File: src/rtl/imem_arbiter_if.sv
// Bus bundle for imem_arbiter: Wishbone slave port, RVmyth fetch port and SRAM port.
// slave = arbiter view, master = environment view.
interface imem_arbiter_if #(
  parameter int ADDR_W = 8
);
  logic              wbs_stb_i;
  logic              wbs_cyc_i;
  logic              wbs_we_i;
  logic [3:0]        wbs_sel_i;
  logic [31:0]       wbs_dat_i;
  logic [31:0]       wbs_adr_i;
  logic              wbs_ack_o;
  logic [31:0]       wbs_dat_o;

  logic              core_req_i;
  logic [ADDR_W-1:0] core_addr_i;
  logic              core_gnt_o;
  logic              core_rvalid_o;
  logic [31:0]       core_rdata_o;
  logic              core_hold_o;

  logic              mem_en_o;
  logic [3:0]        mem_we_o;
  logic [ADDR_W-1:0] mem_addr_o;
  logic [31:0]       mem_wdata_o;
  logic [31:0]       mem_rdata_i;

  modport slave (
    input  wbs_stb_i, wbs_cyc_i, wbs_we_i, wbs_sel_i, wbs_dat_i, wbs_adr_i,
    output wbs_ack_o, wbs_dat_o,
    input  core_req_i, core_addr_i,
    output core_gnt_o, core_rvalid_o, core_rdata_o, core_hold_o,
    output mem_en_o, mem_we_o, mem_addr_o, mem_wdata_o,
    input  mem_rdata_i
  );

  modport master (
    output wbs_stb_i, wbs_cyc_i, wbs_we_i, wbs_sel_i, wbs_dat_i, wbs_adr_i,
    input  wbs_ack_o, wbs_dat_o,
    output core_req_i, core_addr_i,
    input  core_gnt_o, core_rvalid_o, core_rdata_o, core_hold_o,
    input  mem_en_o, mem_we_o, mem_addr_o, mem_wdata_o,
    output mem_rdata_i
  );
endinterface

File: src/rtl/imem_arbiter.sv
// Round-robin arbiter sharing one single-port instruction SRAM between Wishbone and the RVmyth fetch port.
// Define IMEM_ARB_STATS_EN to add the 16-bit contention counter behind STATS (0x804).
module imem_arbiter #(
  parameter int          ADDR_W    = 8,
  parameter logic [31:0] BASE_ADDR = 32'h3000_0000
) (
  input  logic          wb_clk_i,
  input  logic          wb_rst_ni,
  imem_arbiter_if.slave bus,
  output logic          dbg_state
);

  // Handshakes: a fetch is accepted in the cycle core_gnt_o=1 and its data is valid
  // (core_rvalid_o) exactly one cycle later; a Wishbone master holds stb&cyc until wbs_ack_o.
  typedef enum logic {IDLE = 1'b0, WB_ACK = 1'b1} state_t;

  state_t      state, state_nxt;
  logic        hold, last_core, rvalid_q, ack_mem_rd;
  logic [31:0] ctrl_rdata_q, ctrl_rdata;
  logic [15:0] stats_rd;
  logic        wb_hit, wb_mem, wb_wr, core_elig, contend, wb_go, core_go;
  logic        ctrl_sel, stats_sel, ctrl_wr;
  logic        unused_adr_bits;

  assign wb_hit    = bus.wbs_stb_i & bus.wbs_cyc_i &
                     (bus.wbs_adr_i[31:12] == BASE_ADDR[31:12]);
  assign wb_mem    = ~bus.wbs_adr_i[11];
  assign wb_wr     = bus.wbs_we_i;
  assign core_elig = bus.core_req_i & ~hold;
  assign contend   = wb_rst_ni & (state == IDLE) & wb_hit & core_elig;
  assign ctrl_sel  = (bus.wbs_adr_i[11:2] == 10'h200);
  assign stats_sel = (bus.wbs_adr_i[11:2] == 10'h201);
  assign ctrl_wr   = wb_go & ~wb_mem & wb_wr & ctrl_sel & bus.wbs_sel_i[0];
  assign unused_adr_bits = ^bus.wbs_adr_i[1:0];

  // On contention the requester that did not win last time gets the SRAM.
  always_comb begin
    wb_go   = 1'b0;
    core_go = 1'b0;
    if (wb_rst_ni && state == IDLE) begin
      if (wb_hit && core_elig) begin
        wb_go   = last_core;
        core_go = ~last_core;
      end else begin
        wb_go   = wb_hit;
        core_go = core_elig;
      end
    end
  end

  always_ff @(posedge wb_clk_i or negedge wb_rst_ni) begin
    if (!wb_rst_ni) state <= IDLE;
    else            state <= state_nxt;
  end

  always_comb begin
    state_nxt = state;
    case (state)
      IDLE:    if (wb_go) state_nxt = WB_ACK;
      WB_ACK:  state_nxt = IDLE;
      default: state_nxt = IDLE;
    endcase
  end

  always_comb begin
    bus.mem_en_o    = 1'b0;
    bus.mem_we_o    = 4'b0;
    bus.mem_addr_o  = '0;
    bus.mem_wdata_o = '0;
    bus.core_gnt_o  = core_go;
    bus.wbs_ack_o   = (state == WB_ACK);
    bus.wbs_dat_o   = '0;
    if (core_go) begin
      bus.mem_en_o   = 1'b1;
      bus.mem_addr_o = bus.core_addr_i;
    end else if (wb_go && wb_mem) begin
      bus.mem_en_o    = 1'b1;
      bus.mem_we_o    = wb_wr ? bus.wbs_sel_i : 4'b0;
      bus.mem_addr_o  = bus.wbs_adr_i[ADDR_W+1:2];
      bus.mem_wdata_o = wb_wr ? bus.wbs_dat_i : 32'h0;
    end
    if (state == WB_ACK) bus.wbs_dat_o = ack_mem_rd ? bus.mem_rdata_i : ctrl_rdata_q;
  end

  always_comb begin
    ctrl_rdata = '0;
    if (ctrl_sel)       ctrl_rdata = {31'b0, hold};
    else if (stats_sel) ctrl_rdata = {16'b0, stats_rd};
  end

  // Register reads are captured on the issue cycle and returned during WB_ACK.
  always_ff @(posedge wb_clk_i or negedge wb_rst_ni) begin
    if (!wb_rst_ni) begin
      hold         <= 1'b1;
      last_core    <= 1'b1;
      rvalid_q     <= 1'b0;
      ack_mem_rd   <= 1'b0;
      ctrl_rdata_q <= '0;
    end else begin
      rvalid_q     <= core_go;
      ack_mem_rd   <= wb_go & wb_mem & ~wb_wr;
      ctrl_rdata_q <= (wb_go & ~wb_mem & ~wb_wr) ? ctrl_rdata : 32'h0;
      if (ctrl_wr) hold <= bus.wbs_dat_i[0];
      if (wb_go)        last_core <= 1'b0;
      else if (core_go) last_core <= 1'b1;
    end
  end

`ifdef IMEM_ARB_STATS_EN
  logic [15:0] stats_q;
  logic        stats_wr;
  assign stats_wr = wb_go & ~wb_mem & wb_wr & stats_sel;

  always_ff @(posedge wb_clk_i or negedge wb_rst_ni) begin
    if (!wb_rst_ni)                        stats_q <= '0;
    else if (stats_wr)                     stats_q <= '0;
    else if (contend && stats_q != 16'hFFFF) stats_q <= stats_q + 16'd1;
  end
  assign stats_rd = stats_q;
`else
  logic unused_contend;
  assign unused_contend = contend;
  assign stats_rd = '0;
`endif

  assign bus.core_rvalid_o = rvalid_q;
  assign bus.core_rdata_o  = rvalid_q ? bus.mem_rdata_i : 32'h0;
  assign bus.core_hold_o   = hold;
  assign dbg_state         = state;

endmodule

File: src/flat_wrapper.sv
// flat-port wrapper written by rule: the top's interface ports become plain ports
module imem_arbiter_flat 
#(
  parameter int          ADDR_W    = 8,
  parameter logic [31:0] BASE_ADDR = 32'h3000_0000
)
  (wb_clk_i, wb_rst_ni, dbg_state, bus_wbs_stb_i, bus_wbs_cyc_i, bus_wbs_we_i, bus_wbs_sel_i, bus_wbs_dat_i, bus_wbs_adr_i, bus_wbs_ack_o, bus_wbs_dat_o, bus_core_req_i, bus_core_addr_i, bus_core_gnt_o, bus_core_rvalid_o, bus_core_rdata_o, bus_core_hold_o, bus_mem_en_o, bus_mem_we_o, bus_mem_addr_o, bus_mem_wdata_o, bus_mem_rdata_i);
  imem_arbiter_if #(.ADDR_W(ADDR_W)) bus_i ();
  input  logic wb_clk_i;
  input  logic wb_rst_ni;
  output logic dbg_state;
  input wire logic [$bits(bus_i.wbs_stb_i)-1:0] bus_wbs_stb_i;
  input wire logic [$bits(bus_i.wbs_cyc_i)-1:0] bus_wbs_cyc_i;
  input wire logic [$bits(bus_i.wbs_we_i)-1:0] bus_wbs_we_i;
  input wire logic [$bits(bus_i.wbs_sel_i)-1:0] bus_wbs_sel_i;
  input wire logic [$bits(bus_i.wbs_dat_i)-1:0] bus_wbs_dat_i;
  input wire logic [$bits(bus_i.wbs_adr_i)-1:0] bus_wbs_adr_i;
  output wire logic [$bits(bus_i.wbs_ack_o)-1:0] bus_wbs_ack_o;
  output wire logic [$bits(bus_i.wbs_dat_o)-1:0] bus_wbs_dat_o;
  input wire logic [$bits(bus_i.core_req_i)-1:0] bus_core_req_i;
  input wire logic [$bits(bus_i.core_addr_i)-1:0] bus_core_addr_i;
  output wire logic [$bits(bus_i.core_gnt_o)-1:0] bus_core_gnt_o;
  output wire logic [$bits(bus_i.core_rvalid_o)-1:0] bus_core_rvalid_o;
  output wire logic [$bits(bus_i.core_rdata_o)-1:0] bus_core_rdata_o;
  output wire logic [$bits(bus_i.core_hold_o)-1:0] bus_core_hold_o;
  output wire logic [$bits(bus_i.mem_en_o)-1:0] bus_mem_en_o;
  output wire logic [$bits(bus_i.mem_we_o)-1:0] bus_mem_we_o;
  output wire logic [$bits(bus_i.mem_addr_o)-1:0] bus_mem_addr_o;
  output wire logic [$bits(bus_i.mem_wdata_o)-1:0] bus_mem_wdata_o;
  input wire logic [$bits(bus_i.mem_rdata_i)-1:0] bus_mem_rdata_i;
  assign bus_i.wbs_stb_i = bus_wbs_stb_i;
  assign bus_i.wbs_cyc_i = bus_wbs_cyc_i;
  assign bus_i.wbs_we_i = bus_wbs_we_i;
  assign bus_i.wbs_sel_i = bus_wbs_sel_i;
  assign bus_i.wbs_dat_i = bus_wbs_dat_i;
  assign bus_i.wbs_adr_i = bus_wbs_adr_i;
  assign bus_wbs_ack_o = bus_i.wbs_ack_o;
  assign bus_wbs_dat_o = bus_i.wbs_dat_o;
  assign bus_i.core_req_i = bus_core_req_i;
  assign bus_i.core_addr_i = bus_core_addr_i;
  assign bus_core_gnt_o = bus_i.core_gnt_o;
  assign bus_core_rvalid_o = bus_i.core_rvalid_o;
  assign bus_core_rdata_o = bus_i.core_rdata_o;
  assign bus_core_hold_o = bus_i.core_hold_o;
  assign bus_mem_en_o = bus_i.mem_en_o;
  assign bus_mem_we_o = bus_i.mem_we_o;
  assign bus_mem_addr_o = bus_i.mem_addr_o;
  assign bus_mem_wdata_o = bus_i.mem_wdata_o;
  assign bus_i.mem_rdata_i = bus_mem_rdata_i;
  imem_arbiter #(.ADDR_W(ADDR_W), .BASE_ADDR(BASE_ADDR)) u_core (.wb_clk_i(wb_clk_i), .wb_rst_ni(wb_rst_ni), .bus(bus_i), .dbg_state(dbg_state));
endmodule
File: config.mk
export PLATFORM = sky130hd
export DESIGN_NAME = imem_arbiter_flat
export DESIGN_NICKNAME = d
export VERILOG_FILES = /design/src/rtl/imem_arbiter_if.sv /design/src/rtl/imem_arbiter.sv /design/src/flat_wrapper.sv
export SDC_FILE = /design/constraint.sdc
export NUM_CORES = 1
export LEC_CHECK = 0
export CAP_MARGIN = 20
export CELL_PAD_IN_SITES_DETAIL_PLACEMENT = 1
export CELL_PAD_IN_SITES_GLOBAL_PLACEMENT = 1
export CORE_ASPECT_RATIO = 0.6
export CORE_UTILIZATION = 12
export DETAILED_ROUTE_END_ITERATION = 10
export PLACE_DENSITY_LB_ADDON = 0.1
export SETUP_SLACK_MARGIN = 0.3
export SLEW_MARGIN = 10
export SYNTH_ARGS = -nofsm -noshare
export SYNTH_HDL_FRONTEND = slang
export SYNTH_SLANG_ARGS = --single-unit
File: constraint.sdc
create_clock -name wb_clk_i -period 5.4 [get_ports wb_clk_i]
set_input_delay 1.35 -clock wb_clk_i [delete_from_list [all_inputs] [get_ports wb_clk_i]]
set_output_delay 1.35 -clock wb_clk_i [all_outputs]
set_load 0.02 [all_outputs]
==> metrics.txt <==
Num CTS Buffers=3; Leak=1.469 nW; Slew headroom=0.3159; Crit Path Class=input port to output pin; Crit Path Max Fanout=35; status=finished clean; Root Buffer=clkbuf_16; final setup TNS=0 ns; Final Non-Filler Cells=511; Crit path largest cell delay=0.63 ns; nets@finish=497; number of synthesis warnings=0; Core Rows=27; Synth top area share=0.3508; clock-pin slew on the worst setup and hold paths=0.03 ns; crit path launch type=input port; Area Overhead vs Synth=205.3%; Final min period=4.951 ns; CP dominant cell by count=clkdlybuf4s50_1; Final Hold Viols=0; Placed Cells=508; fraction of layout cells with a size suffix above 1=0.05512; HP Start=u_core.last_core$_DFFE_PN1P_; setup violators final=0; worst vdd ir=77.07 µV; die height=79.30 µm; hold buffer count at CTS=0; Cell Chain, Critical Path=clkdlybuf4s50_1 > nor2_1 > nand4_1 > nor4_4 > buf_8 > and2_1 > clkdlybuf4s50_1; Slew Limit Fails=0; synth top area cells=and2_1, and3_1, dfrtp_1; drt via density=3.926; Pre-antenna DRT Iters=4; final worst-path cycle share=0.9169; worst r2r src=u_core.bus.wbs_ack_o$_DFF_PN0_; boundary pin count=228; Core ar.=0.009425 mm²; Mapped Area=0.001195 mm²; Clock Path Buffers=2; initial antenna violation count=0; required time worst endpoint=4.05 ns; predominant post-synthesis flop cell=dfrtp_1; max_cap viols=0; Die ar.=0.01037 mm²; total gr overflow=0; routed vias=2006; Total GRT Usage=0.1392; vias in the first global route=2153; share of flip-flops with an asynchronous set or reset=1.000; post-synthesis register bit count=6; DRC=0; CP arrival=3.60 ns; Num Clock Sinks=6; Detailed Route WL=7632 µm; Post-DP HPWL=6394 µm; CP endpoint kind=output pin; Starting Density=0.1268; largest net degree at the start of global routing=37; clock skew=0.002024 ns; Final ANT Viol Nets=0; I/O Buffers=225; Power Total=313.1 µW; # Post-CTS Setup Buffers=0; syn avg cell area=7.331 µm²; Synthesized Nets=277; CP bufs+invs=3; post-layout util=0.3871; clk_lat worst skew=0.23 ns; Worst Max-Slew Pin Slew=1.026 ns; Die W=130.8 µm; post-synth top area cell=and2_1; H-tree depth=1; CTS tree=done; first-pass GRT wire length=11250 µm; routed length per placed instance=14.94 µm; critical path's top delay family=buffers and inverters; Synth cell types=30; sequential area share after synthesis=0.1277; DRT iter0 DRCs=54; Max Fclk=202.0 MHz; Antenna diodes=0; RSZ-0062 raised after global routing=yes; synthesized instance count=163; slowest CP cell=clkdlybuf4s50_1; crit path from=bus_wbs_adr_i[15]; number of synthesized flops with an enable pin=0; hold crit path type=register to register; routability cong.=0.6951; PD cells=85.82 mW/mm²
## registers in the layout, summed over array words and instances (netlist names)
name,count
u_core.bus.wbs_ack_o,1
u_core.bus.core_rvalid_o,1
u_core.last_core,1
u_core.bus.core_hold_o,1
u_core.ack_mem_rd,1
u_core.ctrl_rdata_q,1
## where the power goes
group,switching [mW],leakage (nW),internal [mW],total [mW]
clock,0.0252,0.0370,0.0950,0.120
combinational,0.0437,1.36,0.101,0.144
sequential,0.00283,0.0757,0.0456,0.0485
## layout make-up
class	count	area [µm²]
clock buffers	3	75.07
fillers	1095	5777
inverters	3	11.26
multi-input cells	140	954.7
flip-flops and latches	6	152.6
well taps	130	162.7
repair buffers	229	2292
## final timing paths
check | slack (ns) | to | cells after the start
min in group asynchronous | 1.42 | u_core.ctrl_rdata_q[0]$_DFF_PN0_ | 2
max in group asynchronous | 3.78 | u_core.bus.core_hold_o$_DFFE_PN1P_ | 2
max reg2reg | 3.27 | u_core.bus.core_hold_o$_DFFE_PN1P_ | 4
min | 0.57 | u_core.last_core$_DFFE_PN1P_ | 2
min reg2reg | 0.57 | u_core.last_core$_DFFE_PN1P_ | 2
max | 0.45 | bus_mem_wdata_o[20] | 7
## Yosys cell counts (2+ instances only)
cell	count
nor4b_1	2
buf_6	3
a22o_1	7
nor4_1	2
and2_1	67
nor4_2	3
dfrtp_1	4
nor3_1	2
nor2b_1	2
nand4_1	2
dfstp_2	2
and4bb_2	2
nand3_1	2
and3_1	32
clkbuf_1	9
nor2_1	6
inv_1	3
## per-stage QoR
step                      cell area, µm²  setup slack [ns]  hold WS [ns]
after global routing                3649            0.2826        0.5999
final                               3649            0.4487        0.5688
after detailed placement            3560            0.3500        0.5245
after global placement              3560            0.3429        0.5325
after CTS                           3635            0.3443        0.5793
after floorplan                     1195             1.386        0.4842
## tightest hold or removal path, delay by kind of cell (launching register included)
kind | cells | cell delay, ns
DFF | 1 | 0.37
and+or+nand+nor | 2 | 0.19
## per-layer routing
layer  track usage  part of all wire  vias to the layer above
met3       0.03369             0.081                        2
met1        0.1781              0.44                      928
met4       0.02069            0.0030                        0
met2        0.2392              0.47                       79
li1              -                 -                      997
met5             0                 0                        -
## placed cells by master (no fill, tap or decap), types with 2 or more instances in the layout
cell and n:
inv_1 3, nor4_2 3, nor3_1 2, a22o_1 7, and3_1 32, buf_4 3
nor2_1 5, clkdlybuf4s50_1 224, dfrtp_1 4, nor4_1 2, dfstp_2 2, and2_1 67
nand3_1 2, nand4_1 2, nor2b_1 2, and4bb_2 2, clkbuf_16 3, nor4b_1 2
## logic make-up (layout without fill, tap and decap cells)
logic type	Yosys count	count (layout)	share of synthesized area
buf+inv	17	235	0.07643
flops	6	6	0.1278
mux	3	3	0.02722
compound gates	8	8	0.05759
simple gates	129	129	0.7110
## repair_timing
item | CTS | global route
resized for setup | 0 | 5
setup endpoints to repair | 0 | 37
endpoints found under the hold margin | 0 | 0
(Power assumes the default switching activity.)
